## src/rtl/seg7_pkg.sv

```systemverilog
// Shared definitions for the seven-segment value display.
//   - state_e    : conversion FSM states (IDLE, CONVERT, UPDATE)
//   - BCD_W      : width of one BCD digit
//   - SEG_DIGIT  : active-low segment patterns for digits 0..9 (bit0=A .. bit6=G)
//   - SEG_BLANK  : all segments off
//   - SEG_E      : letter "E", shown on both digits when the value exceeds 99
package seg7_pkg;

    typedef enum logic [1:0] {
        IDLE    = 2'd0,
        CONVERT = 2'd1,
        UPDATE  = 2'd2
    } state_e;

    localparam int BCD_W = 4;

    localparam logic [6:0] SEG_BLANK = 7'h7F;
    localparam logic [6:0] SEG_E     = 7'h06;

    localparam logic [6:0] SEG_DIGIT [0:9] = '{
        7'h40, 7'h79, 7'h24, 7'h30, 7'h19,
        7'h12, 7'h02, 7'h78, 7'h00, 7'h10
    };

endpackage

```

## src/rtl/bcd_to_seg7.sv

```systemverilog
// Combinational BCD digit to active-low seven-segment pattern.
//   digit_i : 4-bit BCD digit
//   seg_o   : segment pattern, bit0=A .. bit6=G, 0 = segment lit;
//             codes 10..15 show nothing
module bcd_to_seg7
    import seg7_pkg::*;
(
    input  logic [BCD_W-1:0] digit_i,
    output logic [6:0]       seg_o
);

    always_comb begin
        seg_o = SEG_BLANK;
        case (digit_i)
            4'd0: seg_o = SEG_DIGIT[0];
            4'd1: seg_o = SEG_DIGIT[1];
            4'd2: seg_o = SEG_DIGIT[2];
            4'd3: seg_o = SEG_DIGIT[3];
            4'd4: seg_o = SEG_DIGIT[4];
            4'd5: seg_o = SEG_DIGIT[5];
            4'd6: seg_o = SEG_DIGIT[6];
            4'd7: seg_o = SEG_DIGIT[7];
            4'd8: seg_o = SEG_DIGIT[8];
            4'd9: seg_o = SEG_DIGIT[9];
            default: seg_o = SEG_BLANK;
        endcase
    end

endmodule

```

## src/rtl/seg7_value_display.sv

```systemverilog
// Two-digit seven-segment display of an 8-bit unsigned value.
// A strobed value is converted to BCD by double dabble (one bit per cycle),
// then committed to the display registers. Values above 99 show a blinking "EE"
// and raise overflow.
//   clk         : system clock
//   rst_n       : asynchronous active-low reset
//   value_in    : value to display, sampled with value_valid while idle
//   value_valid : one-cycle strobe, ignored while busy
//   busy        : conversion in progress
//   seg_tens    : tens digit segments, active-low, bit0=A .. bit6=G
//   seg_ones    : ones digit segments, same encoding
//   overflow    : last committed value was greater than 99
module seg7_value_display
    import seg7_pkg::*;
#(
    parameter int BLINK_TICKS   = 12500000,
    parameter bit LEADING_BLANK = 1'b1
) (
    input  logic       clk,
    input  logic       rst_n,
    input  logic [7:0] value_in,
    input  logic       value_valid,
    output logic       busy,
    output logic [6:0] seg_tens,
    output logic [6:0] seg_ones,
    output logic       overflow
);

    localparam int               CNT_W   = (BLINK_TICKS > 1) ? $clog2(BLINK_TICKS) : 1;
    localparam logic [CNT_W-1:0] CNT_MAX = CNT_W'(BLINK_TICKS - 1);

    state_e             state_q,     state_d;
    logic [7:0]         shift_q,     shift_d;
    logic [11:0]        bcd_q,       bcd_d;
    logic [2:0]         iter_q,      iter_d;
    logic [6:0]         seg_tens_q,  seg_tens_d;
    logic [6:0]         seg_ones_q,  seg_ones_d;
    logic               overflow_q,  overflow_d;
    logic [CNT_W-1:0]   blink_cnt_q, blink_cnt_d;
    logic               blink_on_q,  blink_on_d;

    // Add-3 correction for tens and ones. The hundreds nibble never exceeds 2
    // for an 8-bit input, so it is shifted without correction.
    logic [7:0] bcd_adj;
    genvar gi;
    generate
        for (gi = 0; gi < 2; gi++) begin : g_adj
            assign bcd_adj[gi*BCD_W +: BCD_W] =
                (bcd_q[gi*BCD_W +: BCD_W] >= 4'd5) ? bcd_q[gi*BCD_W +: BCD_W] + 4'd3
                                                   : bcd_q[gi*BCD_W +: BCD_W];
        end
    endgenerate

    logic [6:0] dec_tens, dec_ones;

    bcd_to_seg7 u_dec_tens (
        .digit_i (bcd_q[7:4]),
        .seg_o   (dec_tens)
    );

    bcd_to_seg7 u_dec_ones (
        .digit_i (bcd_q[3:0]),
        .seg_o   (dec_ones)
    );

    always_comb begin
        logic commit;
        state_d     = state_q;
        shift_d     = shift_q;
        bcd_d       = bcd_q;
        iter_d      = iter_q;
        seg_tens_d  = seg_tens_q;
        seg_ones_d  = seg_ones_q;
        overflow_d  = overflow_q;
        blink_cnt_d = blink_cnt_q;
        blink_on_d  = blink_on_q;
        commit      = 1'b0;

        case (state_q)
            IDLE: begin
                if (value_valid) begin
                    shift_d = value_in;
                    bcd_d   = '0;
                    iter_d  = '0;
                    state_d = CONVERT;
                end
            end
            CONVERT: begin
                {bcd_d, shift_d} = {bcd_q[10:8], bcd_adj, shift_q, 1'b0};
                iter_d = iter_q + 3'd1;
                if (iter_q == 3'd7) begin
                    state_d = UPDATE;
                end
            end
            UPDATE: begin
                commit = 1'b1;
                if (bcd_q[11:8] != 4'd0) begin
                    overflow_d = 1'b1;
                    seg_tens_d = SEG_E;
                    seg_ones_d = SEG_E;
                end else begin
                    overflow_d = 1'b0;
                    seg_ones_d = dec_ones;
                    seg_tens_d = (LEADING_BLANK && bcd_q[7:4] == 4'd0) ? SEG_BLANK : dec_tens;
                end
                state_d = IDLE;
            end
            default: state_d = IDLE;
        endcase

        // Blink timing restarts at every commit so the first half-period is full.
        if (commit || !overflow_q) begin
            blink_cnt_d = '0;
            blink_on_d  = 1'b1;
        end else if (blink_cnt_q == CNT_MAX) begin
            blink_cnt_d = '0;
            blink_on_d  = ~blink_on_q;
        end else begin
            blink_cnt_d = blink_cnt_q + CNT_W'(1);
        end
    end

    always_ff @(posedge clk or negedge rst_n) begin
        if (!rst_n) begin
            state_q     <= IDLE;
            shift_q     <= '0;
            bcd_q       <= '0;
            iter_q      <= '0;
            seg_tens_q  <= SEG_BLANK;
            seg_ones_q  <= SEG_BLANK;
            overflow_q  <= 1'b0;
            blink_cnt_q <= '0;
            blink_on_q  <= 1'b1;
        end else begin
            state_q     <= state_d;
            shift_q     <= shift_d;
            bcd_q       <= bcd_d;
            iter_q      <= iter_d;
            seg_tens_q  <= seg_tens_d;
            seg_ones_q  <= seg_ones_d;
            overflow_q  <= overflow_d;
            blink_cnt_q <= blink_cnt_d;
            blink_on_q  <= blink_on_d;
        end
    end

    assign busy     = (state_q != IDLE);
    assign overflow = overflow_q;
    assign seg_tens = blink_on_q ? seg_tens_q : SEG_BLANK;
    assign seg_ones = blink_on_q ? seg_ones_q : SEG_BLANK;

endmodule
```

## config.mk

```make
export PLATFORM = sky130hd
export DESIGN_NAME = seg7_value_display
export DESIGN_NICKNAME = d
export VERILOG_FILES = /design/src/rtl/seg7_pkg.sv /design/src/rtl/bcd_to_seg7.sv /design/src/rtl/seg7_value_display.sv
export SDC_FILE = /design/constraint.sdc
export NUM_CORES = 1
export LEC_CHECK = 0
export ABC_AREA = 1
export BUFFER_PORTS_ARGS = -buffer_cell sky130_fd_sc_hd__clkbuf_2
export CAP_MARGIN = 20
export CELL_PAD_IN_SITES_DETAIL_PLACEMENT = 0
export CELL_PAD_IN_SITES_GLOBAL_PLACEMENT = 2
export CORE_ASPECT_RATIO = 1.75
export CORE_MARGIN = 3
export CORE_UTILIZATION = 36
export CTS_CLUSTER_DIAMETER = 200
export CTS_CLUSTER_SIZE = 16
export DETAILED_ROUTE_END_ITERATION = 12
export PLACE_DENSITY = 0.81
export SLEW_MARGIN = 20
export SYNTH_ARGS = -nofsm -noshare
export SYNTH_HDL_FRONTEND = slang
export SYNTH_SLANG_ARGS = --single-unit
```

## constraint.sdc

```tcl
create_clock -name clk -period 1.5 [get_ports clk]
set_input_delay 0.225 -clock clk [delete_from_list [all_inputs] [get_ports clk]]
set_output_delay 0.225 -clock clk [all_outputs]
set_load 0.01 [all_outputs]
```

; Word-level counts from Yosys, hierarchy flattened
; Memories as Yosys holds them, arrays and structs flattened.
; Index checks and enable logic that the tools add are counted.
[totals]
mem_bits_ro = 224
mem_count = 2
out_inout_bits = 16
wordCells = 56
input_bits = 11
ff_bits = 65
[classes]
n_reduce_logical = 10
muxes = 22
bitwise = 1
n_eq_ne = 6
add_sub_neg = 4
order_cmp = 2
[memory_table]
columns = name, words, word_bits, read_ports, rd_clocked_by_memory_dff, wr, line
row1 = (name not given), 16, 7, 1, 0, 0, bcd_to_seg7.sv:14  ; case (digit_i)
row2 = (name not given), 16, 7, 1, 0, 0, bcd_to_seg7.sv:14
[op_table]
columns = operator, count
row1 = $mux 24, 2
row2 = $mux 7, 5
row3 = $add 24x1->24 const B, 1
row4 = $eq 24x24->1 const B, 1
row5 = $pmux 12 s2, 1
row6 = $pmux 8 s2, 1
row7 = $mux 12, 1
row8 = $add 4x2->4 const B, 2
row9 = $ge 4x3->1 const B, 2
row10 = $mux 4, 2
row11 = $mux 8, 1
row12 = $pmux 3 s2, 1
row13 = $reduce_bool 2->1, 3
row14 = $logic_not 4->1, 1
row15 = $mux 1, 4
row16 = $mux 2, 2
row17 = $ne 2x2->1 const B, 2
row18 = $pmux 2 s2, 1
row19 = $reduce_and 2->1, 2
row20 = $reduce_bool 4->1, 1
row21 = $add 3x1->3 const B, 1
row22 = $eq 3x3->1 const B, 1
row23 = $mux 3, 1
row24 = $eq 2x1->1 const B, 1
row25 = 5 further kinds, 5

; Depth between registers and ports, before layout
[logic_depth]
word_depth = 4
depth_mapped = 9
mapped_depth_nobuf = 9

; Modules after synthesis
; From an unflattened synthesis, not the netlist that was laid out.
[hier_totals]
cells_unflattened = 487
hier_area_um2 = 3742.3
[by_module_without_submodules]
columns = module, instances, seq_area_each_um2, cells_each, area_each_um2
row1 = seg7_value_display, 1, 1645.3, 417, 3367.0
row2 = bcd_to_seg7, 2, 0.0, 35, 187.7

; Worst setup path after synthesis
; Ideal clock, no wire load.
[synth_timing]
path_kind = reg2reg
from = reg bcd_q[4]
to = reg seg_tens_q[0]
setup_ns = 0.079
n_path_buf = 0
setup_slack_ns = 0.160
arrival_ns = 1.261
period_less_slack_ns = 1.340
stages_incl_launch_ff = 9
required_time_ns = 1.421
path_cell_list = dfrtp_1 inv_1 ha_1 inv_1 o21ai_0 nor2_1 o21ai_0 nand2_1 o21ai_0
[synth_between]
elab_chain_len = 3
word_cells_on_any_way = 4
cone_classes = 2 x mux / 1 x reduce/logical / 1 x memory
[synth_lines]
columns = item, line
row1 = "start, declared", seg7_value_display.sv:34  ; logic [11:0] bcd_q, bcd_d;
row2 = "start signal, assigned", seg7_value_display.sv:127  ; bcd_q <= '0;
row3 = "start signal, assigned", seg7_value_display.sv:137  ; bcd_q <= bcd_d;
row4 = $mem_v2 16x7 / $logic_not 4->1 (equally long branches), --
row5 = $mux 7 *, seg7_value_display.sv:104  ; seg_tens_d = (LEADING_BLANK && bcd_q[7:4] == 4'd0) ? SEG_BLANK : dec_tens;
row6 = $mux 7 *, seg7_value_display.sv:97  ; if (bcd_q[11:8] != 4'd0) begin
row7 = "end signal, assigned", seg7_value_display.sv:139  ; seg_tens_q <= seg_tens_d;
row8 = "end, declared", seg7_value_display.sv:36  ; logic [6:0] seg_tens_q, seg_tens_d;
; Mark *: on every way between the ends. The rest lies on a longest branch, timed or not.
; A chain may end at the register's enable or synchronous reset.

; Worst setup path in the final report
[layout_timing]
from = reg blink_on_q
to = out seg_ones[2]
[layout_between]
elab_chain_len = 1
[layout_lines]
columns = item, line
row1 = "start, declared", seg7_value_display.sv:40  ; logic blink_on_q, blink_on_d;
row2 = "start signal, assigned", seg7_value_display.sv:143  ; blink_on_q <= blink_on_d;
row3 = $mux 7, seg7_value_display.sv:150  ; assign seg_ones = blink_on_q ? seg_ones_q : SEG_BLANK;
row4 = "end, declared", seg7_value_display.sv:25  ; output logic [6:0] seg_ones,
; No other way between the ends.

==> summary.json <==
{
  "detailroute.wirelength.met3": {"value": 192, "unit": "um"},
  "grt_use_total": {"value": 18.2, "unit": "%"},
  "r2r_start": {"value": "blink_cnt_q[0]"},
  "wl_met2": {"value": 5.47, "unit": "mm"},
  "cts_num_sinks": {"value": 65},
  "antenna_violating_nets_post_route": {"value": 0},
  "worst_ep_required_time": {"value": 1270, "unit": "ps"},
  "nNetsFinal": {"value": 556},
  "cts_tree": {"value": "built"},
  "ff2ff_path_depth": {"value": 9},
  "ratio_of_total_power_to_cell_area": {"value": 1930, "unit": "nW/um2"},
  "worstPathCellList": {"value": "inv_4 > or2_4 > buf_6"},
  "core_rows": {"value": 47},
  "globalRouteOverflowTotal": {"value": 0},
  "vdd_ir_drop_max": {"value": 1.04, "unit": "mV"},
  "wl_met1": {"value": 3.29, "unit": "mm"},
  "report.final.hold_viol_count": {"value": 0},
  "final.setup.worst_slack": {"value": -23.6, "unit": "ps"},
  "timing.rr.end": {"value": "blink_cnt_q[17]"},
  "antenna_found_initial": {"value": 0},
  "min_from": {"value": "value_in[0]"},
  "relSlewSlack": {"value": 75.2, "unit": "%"},
  "critical_path.max_fanout": {"value": 6},
  "post_drt_wl_per_cell": {"value": 14.2, "unit": "um"},
  "power.total": {"value": 8990, "unit": "uW"},
  "start_kind": {"value": "flip-flop"},
  "failed_checks": {"value": "negative setup slack"},
  "post_synth.cell_area_avg": {"value": 7.79, "unit": "um2"},
  "hp-class": {"value": "primary input to flip-flop"},
  "syn-num-nets": {"value": 485},
  "ff2ff_setup_slack": {"value": 40, "unit": "ps"},
  "die_h": {"value": 138, "unit": "um"},
  "worst-endpoint-arrival": {"value": 1300, "unit": "ps"},
  "finalSetupTns": {"value": -82.3, "unit": "ps"},
  "clk-insertion-delay-late": {"value": 330, "unit": "ps"},
  "timing.hold.worst_path_depth": {"value": 3},
  "drt_first_iter_violations": {"value": 112},
  "area_growth": {"value": 30.6, "unit": "%"},
  "antenna_cells_inserted": {"value": 0},
  "ioPinCount": {"value": 27},
  "cap_violations": {"value": 0},
  "timing.critical_path.to_type": {"value": "output pin"},
  "drive_gt1_share": {"value": 30.0, "unit": "%"},
  "critical_path_class": {"value": "flip-flop to output pin"},
  "design.die.area": {"value": 11200, "unit": "um2"},
  "clockBufferDepth": {"value": 2},
  "timing.final.crit_period": {"value": 1520, "unit": "ps"},
  "grt_start_max_net_pins": {"value": 66},
  "detailedRoute.firstPassIterationCount": {"value": 4},
  "fillCellCount": {"value": 976},
  "synthesis.area": {"value": 3570, "unit": "um2"},
  "yosys.cell_types.count": {"value": 28},
  "unrepaired_setup_endpoints_after_global_routing": {"value": "yes"},
  "dr.max_layer_used": {"value": "met4"},
  "cts_inserted_buffers": {"value": 9},
  "max_clock_freq": {"value": 656, "unit": "MHz"},
  "postSynthRegisterBits": {"value": 65},
  "drc_errors": {"value": 0},
  "port_buffers": {"value": 26},
  "grt_pass1_vias": {"value": 3210},
  "floorplan.die.width": {"value": 81.3, "unit": "um"},
  "total_leakage_power": {"value": 0.00213, "unit": "uW"},
  "critPathSlowestCell": {"value": "sky130_fd_sc_hd__dfstp_2"},
  "max_stage_delay": {"value": 560, "unit": "ps"},
  "final_period_util": {"value": 102, "unit": "%"},
  "worst_slew_pin_slew": {"value": 372, "unit": "ps"},
  "netlist_instances": {"value": 459},
  "worstHoldEndpoint": {"value": "shift_q[0]"},
  "drt-total-wl": {"value": 9.32, "unit": "mm"},
  "htree_num_levels": {"value": 3},
  "detailroute.via_count": {"value": 3171},
  "grt_first_pass_wirelength": {"value": 14.9, "unit": "mm"},
  "outcome": {"value": "finished with violations"},
  "cts-root-buf": {"value": "sky130_fd_sc_hd__clkbuf_16"},
  "clock-skew-final": {"value": 5.31, "unit": "ps"},
  "clkSlewWorstSetupHoldPaths": {"value": 50, "unit": "ps"},
  "yosysSeqAreaShare": {"value": 46.0, "unit": "%"},
  "slew_viol_final": {"value": 0},
  "finalCoreUtilization": {"value": 48.7, "unit": "%"},
  "detail_route.vias_per_cell": {"value": 4.83},
  "core_area": {"value": 9590, "unit": "um2"},
  "globalplace.congestion": {"value": 0.873},
  "floorplan.initialDensity": {"value": 37.3, "unit": "%"},
  "place_hpwl": {"value": 7.02, "unit": "mm"},
  "setup_viol": {"value": 5},
  "synth.yosys.warnings": {"value": 0}
}
==> cells in the final DEF (no fill, tap or decap), types with 12 or more instances in the layout <==
master,synthesis,layout
sky130_fd_sc_hd__dfstp_2,15,15
sky130_fd_sc_hd__ha_1,15,12
sky130_fd_sc_hd__o21ai_0,41,36
sky130_fd_sc_hd__inv_1,63,59
sky130_fd_sc_hd__clkbuf_2,0,20
sky130_fd_sc_hd__nor2_2,6,16
sky130_fd_sc_hd__buf_4,2,37
sky130_fd_sc_hd__dfrtp_1,50,47
sky130_fd_sc_hd__nand2_1,88,82
sky130_fd_sc_hd__nand3_1,19,14
sky130_fd_sc_hd__nor2_1,73,57
sky130_fd_sc_hd__a21oi_1,23,23
==> registers in the layout (all words and copies together) (netlist names) <==
signal and flops:
blink_cnt_q 24, bcd_q 12, shift_q 8, seg_ones_q 7
seg_tens_q 7, iter_q 3, state_q 2, blink_on_q 1
overflow 1
==> critical path, delay by kind of cell, from the launching register on <==
family                 cells  cell delay, ps
flip-flops                 1             560
AND/OR/NAND/NOR            1             240
buffers and inverters      2             170
==> cell type report <==
| class | instances | area (um2) | share of cell area [%] |
|---|---|---|---|
| clock inverter | 1 | 5.00 | 0.107 |
| sequential | 65 | 1650 | 35.3 |
| clock buffer | 14 | 264 | 5.66 |
| timing repair buffer | 69 | 523 | 11.2 |
| tap | 122 | 153 | 3.27 |
| multi-input combinational | 317 | 1810 | 38.9 |
| inverter | 68 | 260 | 5.57 |
==> synthesized netlist by cell type <==
cell type                  instances  share of area (%)
sky130_fd_sc_hd__a31oi_1           4               0.70
sky130_fd_sc_hd__a21oi_1          23                3.2
sky130_fd_sc_hd__inv_2             5               0.53
sky130_fd_sc_hd__nand4_1           3               0.53
sky130_fd_sc_hd__buf_4             2               0.42
sky130_fd_sc_hd__ha_1             15                5.3
sky130_fd_sc_hd__nor2_4            4                1.3
sky130_fd_sc_hd__o21bai_1          1               0.21
sky130_fd_sc_hd__inv_1            63                6.6
sky130_fd_sc_hd__and2_1            1               0.18
sky130_fd_sc_hd__buf_6             1               0.32
sky130_fd_sc_hd__xor2_1            9                2.2
sky130_fd_sc_hd__or2_2             6                1.1
sky130_fd_sc_hd__dfrtp_1          50                 35
sky130_fd_sc_hd__clkbuf_1          2               0.21
sky130_fd_sc_hd__nand2_1          88                9.2
sky130_fd_sc_hd__nor3_1            3               0.42
sky130_fd_sc_hd__dfstp_2          15                 11
sky130_fd_sc_hd__a22o_1            2               0.49
sky130_fd_sc_hd__nand3_1          19                2.7
sky130_fd_sc_hd__o21ai_0          41                5.7
sky130_fd_sc_hd__nor2_1           73                7.7
sky130_fd_sc_hd__buf_2             4               0.56
sky130_fd_sc_hd__nor2_2            6                1.1
sky130_fd_sc_hd__o21ai_1           1               0.14
sky130_fd_sc_hd__nand2_2           5               0.88
sky130_fd_sc_hd__o22ai_1          11                1.9
sky130_fd_sc_hd__xnor2_1           2               0.49
==> routing by layer <==
metal	vias up	global-route usage, %
li1	1593	-
met5	-	0
met1	1506	17.6
met4	0	10.2
met3	29	2.68
met2	43	35.0
==> cell families (layout without fill, tap and decap cells) <==
group / Yosys count / count (layout) / synth area share [%]
simple gates: 208 / 208 / 24.9
compound gates: 83 / 83 / 12.4
buf+inv: 77 / 152 / 8.65
flops: 65 / 65 / 46.0
fa+ha+maj: 15 / 15 / 5.25
xor+xnor: 11 / 11 / 2.70
==> power by group <==
part / internal (uW) / total (uW) / leakage, uW / switching (uW)
combinational: 1820 / 4270 / 0.00120 / 2450
clock: 1200 / 1920 / 0.000133 / 721
sequential: 2440 / 2800 / 0.000801 / 364
total: 5450 / 8990 / 0.00213 / 3530
==> through the flow <==
stage / std cells / worst slack (ps) / instance area, um2 / hold WS [ps]
after floorplan: 459 / 160 / 3570 / -70.6
after global placement: 631 / 2.30 / 4080 / 272
after detailed placement: 631 / 6.37 / 4080 / 278
after CTS: 648 / -41.4 / 4380 / 116
after global routing: 656 / -64.2 / 4670 / 162
final: 656 / -23.6 / 4670 / 127
==> worst max-delay path by stage <==
stage,end,slack (ps),from,cells after the start
floorplan,seg_tens_q[0],160,bcd_q[4],8
global placement,blink_cnt_q[15],2,blink_cnt_q[8],6
CTS,seg_tens[5],-40,blink_on_q,3
detailed placement,blink_cnt_q[5],6,blink_cnt_q[0],8
global route,seg_ones[2],-60,blink_on_q,3
finish,seg_ones[2],-20,blink_on_q,3
==> timing repair <==
action | 4_1_cts | 5_1_grt
pin swaps | 0 | 14
resized for setup | 9 | 70
hold buffers | 1 | 0
buffers inserted | 1 | 8
endpoints found under the setup margin | 10 | 47
hold endpoints to repair | 50 | 0
(Power assumes the default switching activity.)
